File: config.mk
export PLATFORM = sky130hd
export DESIGN_NAME = operand_collect_stage
export DESIGN_NICKNAME = d
export VERILOG_FILES = /design/src/rtl/operand_collect_stage.sv
export SDC_FILE = /design/constraint.sdc
export NUM_CORES = 1
export LEC_CHECK = 0
export ABC_AREA = 1
export CORE_UTILIZATION = 27
export CTS_CLUSTER_SIZE = 10
export DETAILED_ROUTE_END_ITERATION = 12
export GPL_ROUTABILITY_DRIVEN = 0
export PLACE_DENSITY = 0.61
export SYNTH_ARGS = -nofsm -noshare
export SYNTH_HDL_FRONTEND = slang
export SYNTH_SLANG_ARGS = --single-unit
File: constraint.sdc
create_clock -name clk -period 1.4 [get_ports clk]
set_clock_uncertainty 0.05 [all_clocks]
set_input_delay 0.28 -clock clk [delete_from_list [all_inputs] [get_ports clk]]
set_output_delay 0.28 -clock clk [all_outputs]
set_load 0.01 [all_outputs]
File: src/rtl/operand_collect_stage.sv
// ALU operand-select stage: forward resolution, PC/immediate override, registered output with a skid entry.
// Optional FWD_COUNT_EN adds a saturating 16-bit count of forwarded operands on port fwd_count.
module operand_collect_stage #(
  parameter int OP_W    = 24,
  parameter int AW      = 4,
  parameter int NUM_OPS = 3,
  parameter int NUM_FWD = 2
) (
  input  logic                      clk,
  input  logic                      rst_n,
  input  logic                      flush,
  input  logic                      in_valid,
  output logic                      in_ready,
  input  logic [NUM_OPS*OP_W-1:0]   rd_data,
  input  logic [NUM_OPS*AW-1:0]     rs_addr,
  input  logic [OP_W-1:0]           imm,
  input  logic [OP_W-1:0]           pc,
  input  logic                      imm_src,
  input  logic                      branch_flag,
  input  logic [NUM_FWD-1:0]        fwd_valid,
  input  logic [NUM_FWD*AW-1:0]     fwd_addr,
  input  logic [NUM_FWD*OP_W-1:0]   fwd_data,
  output logic                      out_valid,
  input  logic                      out_ready,
  output logic [NUM_OPS*OP_W-1:0]   out_ops,
`ifdef FWD_COUNT_EN
  output logic [15:0]               fwd_count,
`endif
  output logic [NUM_OPS-1:0]        out_fwd_hit
);

  localparam int CW = $clog2(NUM_OPS + 1);

  function automatic logic [CW-1:0] popcount(input logic [NUM_OPS-1:0] v);
    logic [CW-1:0] n;
    n = '0;
    for (int i = 0; i < NUM_OPS; i++) n = n + CW'(v[i]);
    return n;
  endfunction

  function automatic logic [15:0] sat_add16(input logic [15:0] a, input logic [CW-1:0] b);
    logic [16:0] s;
    s = {1'b0, a} + 17'(b);
    return s[16] ? 16'hFFFF : s[15:0];
  endfunction

  // Stage p0: combinational operand selection on the incoming instruction
  logic [NUM_OPS*OP_W-1:0] sel_ops_p0;
  logic [NUM_OPS-1:0]      sel_hit_p0;

  always_comb begin
    sel_ops_p0 = '0;
    sel_hit_p0 = '0;
    for (int k = 0; k < NUM_OPS; k++) begin
      sel_ops_p0[k*OP_W +: OP_W] = rd_data[k*OP_W +: OP_W];
      // Scan oldest to youngest so the lowest matching index is applied last.
      for (int j = NUM_FWD - 1; j >= 0; j--) begin
        if (fwd_valid[j] && (fwd_addr[j*AW +: AW] == rs_addr[k*AW +: AW])) begin
          sel_ops_p0[k*OP_W +: OP_W] = fwd_data[j*OP_W +: OP_W];
          sel_hit_p0[k]              = 1'b1;
        end
      end
    end
    if (branch_flag) begin
      sel_ops_p0[0 +: OP_W] = pc;
      sel_hit_p0[0]         = 1'b0;
    end
    if (imm_src) begin
      sel_ops_p0[OP_W +: OP_W] = imm;
      sel_hit_p0[1]            = 1'b0;
    end
  end

  // Stage p1: main output register and skid entry
  logic                    main_vld_p1, skid_vld_p1, rdy_p1;
  logic [NUM_OPS*OP_W-1:0] main_ops_p1, skid_ops_p1;
  logic [NUM_OPS-1:0]      main_hit_p1, skid_hit_p1;

  logic cap, xfer;
  logic main_vld_nxt, skid_vld_nxt;
  logic main_ld_new, main_ld_skid, skid_ld;

  assign cap  = in_valid && rdy_p1;
  assign xfer = main_vld_p1 && out_ready;

  always_comb begin
    main_vld_nxt = main_vld_p1;
    skid_vld_nxt = skid_vld_p1;
    main_ld_new  = 1'b0;
    main_ld_skid = 1'b0;
    skid_ld      = 1'b0;
    if (flush) begin
      main_vld_nxt = 1'b0;
      skid_vld_nxt = 1'b0;
    end else if (xfer) begin
      if (skid_vld_p1) begin
        main_ld_skid = 1'b1;
        skid_vld_nxt = cap;
        skid_ld      = cap;
      end else begin
        main_vld_nxt = cap;
        main_ld_new  = cap;
      end
    end else if (cap) begin
      if (!main_vld_p1) begin
        main_vld_nxt = 1'b1;
        main_ld_new  = 1'b1;
      end else begin
        skid_vld_nxt = 1'b1;
        skid_ld      = 1'b1;
      end
    end
  end

  always_ff @(posedge clk) begin
    if (!rst_n) begin
      main_vld_p1 <= 1'b0;
      skid_vld_p1 <= 1'b0;
      rdy_p1      <= 1'b0;
    end else begin
      main_vld_p1 <= main_vld_nxt;
      skid_vld_p1 <= skid_vld_nxt;
      rdy_p1      <= !skid_vld_nxt;
    end
  end

  always_ff @(posedge clk) begin
    if (!rst_n) begin
      main_ops_p1 <= '0;
      main_hit_p1 <= '0;
      skid_ops_p1 <= '0;
      skid_hit_p1 <= '0;
    end else begin
      if (main_ld_new) begin
        main_ops_p1 <= sel_ops_p0;
        main_hit_p1 <= sel_hit_p0;
      end else if (main_ld_skid) begin
        main_ops_p1 <= skid_ops_p1;
        main_hit_p1 <= skid_hit_p1;
      end
      if (skid_ld) begin
        skid_ops_p1 <= sel_ops_p0;
        skid_hit_p1 <= sel_hit_p0;
      end
    end
  end

`ifdef FWD_COUNT_EN
  logic [15:0] cnt_p1;

  // Discarded flush-cycle captures are not counted.
  always_ff @(posedge clk) begin
    if (!rst_n)
      cnt_p1 <= '0;
    else if (cap && !flush)
      cnt_p1 <= sat_add16(cnt_p1, popcount(sel_hit_p0));
  end

  assign fwd_count = cnt_p1;
`endif

  assign in_ready    = rdy_p1;
  assign out_valid   = main_vld_p1;
  assign out_ops     = main_ops_p1;
  assign out_fwd_hit = main_hit_p1;

endmodule

==> metrics.yaml, run 1 <==
ant_nets: 0
ys_seq_elements: 153
final_cells: 2345
timing.final.hold_violations: 0
finalSetupTns_ps: -35920
synth_area_per_cell_um2: 6.15
total_power_mw: 12.6
slew_headroom: 0.719
r2r-end: "out_ops[50]"
cts_tree: "yes"
root_buffer: "clkbuf_16"
drv_slew: 0
cts.clk_slew.worst_paths_ps: 70
reg2reg_depth: 9
cp-end-kind: "register"
setup_viol_count_final: 153
synth_largest_area_cell: "dfxtp_1"
hold_slack_ps: 161
drt_iter0_drc: 1394
clock-sinks: 153
postCtsHoldBufs: 0
synth_area_leaders: "dfxtp_1, nand2_1, o21ai_0"
post-route-util: 0.500
ys_warn_count: 0
holdCritStartpoint: "flush"
final_cell_mix: "nand2_1, clkdlybuf4s50_1, nor2_1, inv_1, dfxtp_1"
cp_max_fo: 6
hpwl_um: 31600
vias_per_cell: 5.32
grt_use_total: 0.283
port_buffers: 273
maxCapViolCount: 0
post_drt_wl_per_cell_um: 21.6
antenna_found_initial: 11
nFillCells: 3191
reg2reg_setup_slack_ps: -320
stdcell_area_um2: 16800
min_path_type: "in2reg"
num_rows: 67
wirelength_um: 50600
clk_path_buf_depth: 2
dieArea_um2: 35000
dp_cells: 2223
io_pins: 274
die_y_um: 187
timing.final.crit_share: 1.23
grt_pass1_wl_um: 74500
drt_pass1_iterations: 6
finalCriticalPeriod_ps: 1720
max_stage_delay_ps: 370
drc_errors: 0
yosysUniqueCellTypes: 35
grt_max_degree: 46
vdd_drop_max_mv: 0.835
num_vias: 12500
die_w_um: 187
final_common_cell: "nand2_1"
violations: "setup timing"
synth_area_um2: 9240
cp.arrival_ps: 1990
grt_pass1_vias: 12200
rsz0062_at_grt: "true"
placed_area_um2: 13200
cts_buffers: 17
layout-drive-gt1-share: 0.317
path_cells: "nand2_4, o21ai_4, nand3_4, buf_6, buf_12, buf_12, buf_16, o21ai_0, a21oi_2"
syn_inst: 1501
holdPathEnd: "out_valid"
grt-ovfl-total: 0
synth_fp_nets: 1698
place_ws_ps: -891
num-nets-final: 2069
startpoint_type: "register"
status: "complete, but fails checks"
hold_depth: 2
cp_slowest_cell: "dfxtp_4"
critPathKind: "reg2reg"
tightest_slew_ps: 420
insertion_delay_ps: 430
area_delta_synth_final_pct: 81.8
worstPathRequired_ps: 1670
setup_slack_ps: -322
r2r_start: "out_valid"
max_freq_mhz: 581
fp.coreArea_um2: 33600
leakage_nw: 7.94
yosys.area.top_type_share: 0.332
htree_levels: 4
power_density_nw_per_um2: 747
cp_common_cell: "buf_12"
yosysSeqAreaShare: 0.332
start_util: 0.275
## repair_timing
action                                 in CTS  in global routing
gates cloned                               40                  2
gates resized for setup                   562                232
pin swaps                                 118                 66
endpoints found under the hold margin       0                  0
buffers inserted                           46                  5
setup endpoints to repair                 229                208
## cell usage after synthesis, drive strengths merged
cell / n
xor2: 2
o211ai: 19
xnor2: 2
nand4: 57
nor3: 1
buf: 53
nand3b: 1
nor2: 181
a21o: 21
dfxtp: 153
o22ai: 1
a211oi: 1
o21ai: 197
a21oi: 83
nand3: 124
clkbuf: 56
or2: 16
inv: 159
nand2: 373
o21bai: 1
## cells by family after synthesis
kind of cell,after synthesis,synth area share
AO/OA/AOI/OAI,323,0.188
flip-flops,153,0.332
XOR/XNOR,4,0.00379
AND/OR/NAND/NOR,753,0.354
buffers and inverters,268,0.122
## worst max-delay path by stage
| stage | to | cells past startpoint | from |
|---|---|---|---|
| floorplan | out_fwd_hit[2] | 7 | out_valid |
| global route | out_ops[50] | 9 | out_valid |
| CTS | out_ops[52] | 10 | out_valid |
| global placement | skid_ops_p1[17] | 12 | fwd_addr[1] |
| detailed placement | skid_ops_p1[17] | 12 | fwd_addr[1] |
| finish | out_ops[50] | 9 | out_valid |
## metal layers
layer,part of all wire,up-vias,GRT usage,wire [um]
li1,-,5659,-,-
met5,0,-,0,0
met2,0.45,778,0.441,23000
met3,0.099,140,0.0644,5000
met4,0.048,0,0.146,2430
met1,0.40,5888,0.364,20200
## power breakdown
part	switching, mW	internal, mW	total (mW)	leakage (nW)
Combinational	1.80	1.52	3.33	6.42
Clock	2.12	2.52	4.64	0.277
Sequential	0.0965	4.49	4.58	1.25
## critical path: cells and delay by family (launching register included)
family / cells / cell delay, ps
compound gates: 3 / 420
buf+inv: 4 / 580
simple gates: 2 / 190
flops: 1 / 370
## sequential cells by signal, indices dropped and copies added, names as in the netlist
| name | flops |
|---|---|
| out_ops | 72 |
| out_valid | 1 |
| skid_ops_p1 | 72 |
| skid_vld_p1 | 1 |
| in_ready | 1 |
| skid_hit_p1 | 3 |
| out_fwd_hit | 3 |
## final cells by class
cell class | count | area (um^2) | area share
multi-input combinational | 1080 | 6440 | 0.383
timing repair buffer | 460 | 5430 | 0.323
timing repair inverter | 1 | 30.0 | 0.00179
sequential | 153 | 3080 | 0.184
clock inverter | 12 | 119 | 0.00708
inverter | 159 | 659 | 0.0393
tap | 448 | 561 | 0.0334
clock buffer | 19 | 443 | 0.0264
antenna | 13 | 32.5 | 0.00194
(Power assumes the default switching activity.)
==> run 2, diff against run 1 <==
- PLACE_DENSITY: 0.61 -> 0.59
- clock period: 1.4 -> 1.8 ns (I/O delays scaled with it)
==> metrics.yaml, run 2 (same netlist as run 1, synthesis figures left out) <==
status: "complete, but fails checks"
violations: "setup timing"
die_w_um: 187  # unchanged
drv_slew: 0  # unchanged
critPathKind: "reg2out"
wirelength_um: 44400  # -12%
slew_headroom: 0.725  # +0.00518
root_buffer: "clkbuf_16"
cp-startpoint: "out_ops[43]"
setup_slack_ps: -0.481  # +322 ps
setup_viol_count_final: 1  # -99%
multiInputGateArea_um2: 5170  # -20%
timing.final.crit_share: 1.00
grt_pass1_wl_um: 63900  # -14%
num_vias: 11400  # -8.4%
cp_top_family: "buffers and inverters"
worstPathRequired_ps: 1390  # -280 ps
io_pins: 274  # unchanged
final_cell_mix: "nand2_1, clkdlybuf4s50_1, nor2_1, dfxtp_1, inv_1"
final_common_cell: "nand2_1"
grt_pass1_vias: 10600  # -13%
cp_max_fo: 2  # -4
placed_area_um2: 13000  # -1.7%
nFillCells: 3481  # +9.1%
grt_use_total: 0.240  # -0.0424
num_rows: 67  # unchanged
hpwl_um: 31700  # +0.44%
timing.final.hold_violations: 0  # unchanged
layout-drive-gt1-share: 0.113  # -0.204
drc_errors: 0  # unchanged
cp.arrival_ps: 1390  # -600 ps
holdCritStartpoint: "rst_n"
cts_buffers: 17  # unchanged
post_drt_wl_per_cell_um: 19.7  # -8.7%
cp-end-kind: "output port"
dieArea_um2: 35000  # unchanged
stdcell_area_um2: 14100  # -16%
insertion_delay_ps: 430  # about the same
grt_max_degree: 50  # +8.7%
drt_iter0_drc: 1163  # -17%
regArea_um2: 3070  # -0.53%
ant_nets: 0  # unchanged
num-nets-final: 1985  # -4.1%
antenna_found_initial: 3  # -8
cts_tree: "yes"
leakage_nw: 6.96  # -12%
fp.coreArea_um2: 33600  # unchanged
cts.clk_slew.worst_paths_ps: 70  # about the same
area_delta_synth_final_pct: 52.3
clk_path_buf_depth: 2  # unchanged
htree_levels: 4  # unchanged
r2r_start: "out_valid"
port_buffers: 273  # unchanged
vias_per_cell: 5.07  # -4.5%
min_path_type: "in2reg"
clock-sinks: 153  # unchanged
max_freq_mhz: 555
path_cells: "clkdlybuf4s50_1"
grt-ovfl-total: 0  # unchanged
finalCriticalPeriod_ps: 1800
vdd_drop_max_mv: 0.663  # -21%
drt_pass1_iterations: 6  # unchanged
power_density_nw_per_um2: 658  # -12%
critPathBufInv: 1  # -3
die_y_um: 187  # unchanged
maxCapViolCount: 0  # unchanged
startpoint_type: "register"
max_stage_delay_ps: 630  # +260 ps
cp_slowest_cell: "clkdlybuf4s50_1"
total_power_mw: 9.26  # -26%
tightest_slew_ps: 412  # -7.74 ps
start_util: 0.275  # unchanged
==> run 2: report_power, final <==
group | switching [mW] | internal (mW)
logic | 1.15 | 0.973
clock network | 1.65 | 1.94
registers | 0.0621 | 3.49
total | 2.86 | 6.40
==> run 2: worst min-delay path, stage by stage <==
cell and delay [ps]:
buf_2 170, buf_12 190, nand2_1 90, a21oi_1 30
==> run 2: final timing paths <==
kind                          to  slack [ps]  cells after the start
hold reg to reg   skid_hit_p1[1]         470                      2
setup reg to reg     out_ops[40]          60                      7
setup / recovery     out_ops[43]        -0.5                      1
hold / removal    out_fwd_hit[1]         420                      4
==> run 2: area by class of cell <==
class,instances,area share
inverter,159,0.0427
sequential,153,0.218
antenna,2,0.000356
timing repair buffer,377,0.291
clock buffer,18,0.0305
clock inverter,14,0.00978
multi-input combinational,1080,0.368
tap,448,0.0398
==> run 2: layer usage <==
metal | vias up | share of wire | global-route usage
li1 | 5459 | - | -
met1 | 5274 | 0.43 | 0.319
met2 | 603 | 0.45 | 0.375
met3 | 84 | 0.091 | 0.0518
met5 | - | 0.00027 | 0
met4 | 2 | 0.038 | 0.103
==> run 2: repair_timing <==
item,4_1_cts,5_1_grt
setup endpoints to repair,27,142
pin swaps,2,26
resized for setup,22,62
setup buffers,0,4
hold buffers,0,0
cloned,1,8
==> run 2: through the flow <==
stage | cells | setup slack [ps] | hold slack [ps] | TNS [ps] | utilization
floorplan | 1501 | 229 | 388 | 0 | -
global placement | 2204 | -541 | 457 | -57010 | 0.387
detailed placement | 2204 | -555 | 458 | -59840 | 0.387
CTS | 2237 | -1.56 | 399 | -1.56 | 0.406
global route | 2251 | -6.80 | 415 | -11.1 | 0.419
finish | 2251 | -0.481 | 416 | -0.481 | 0.419
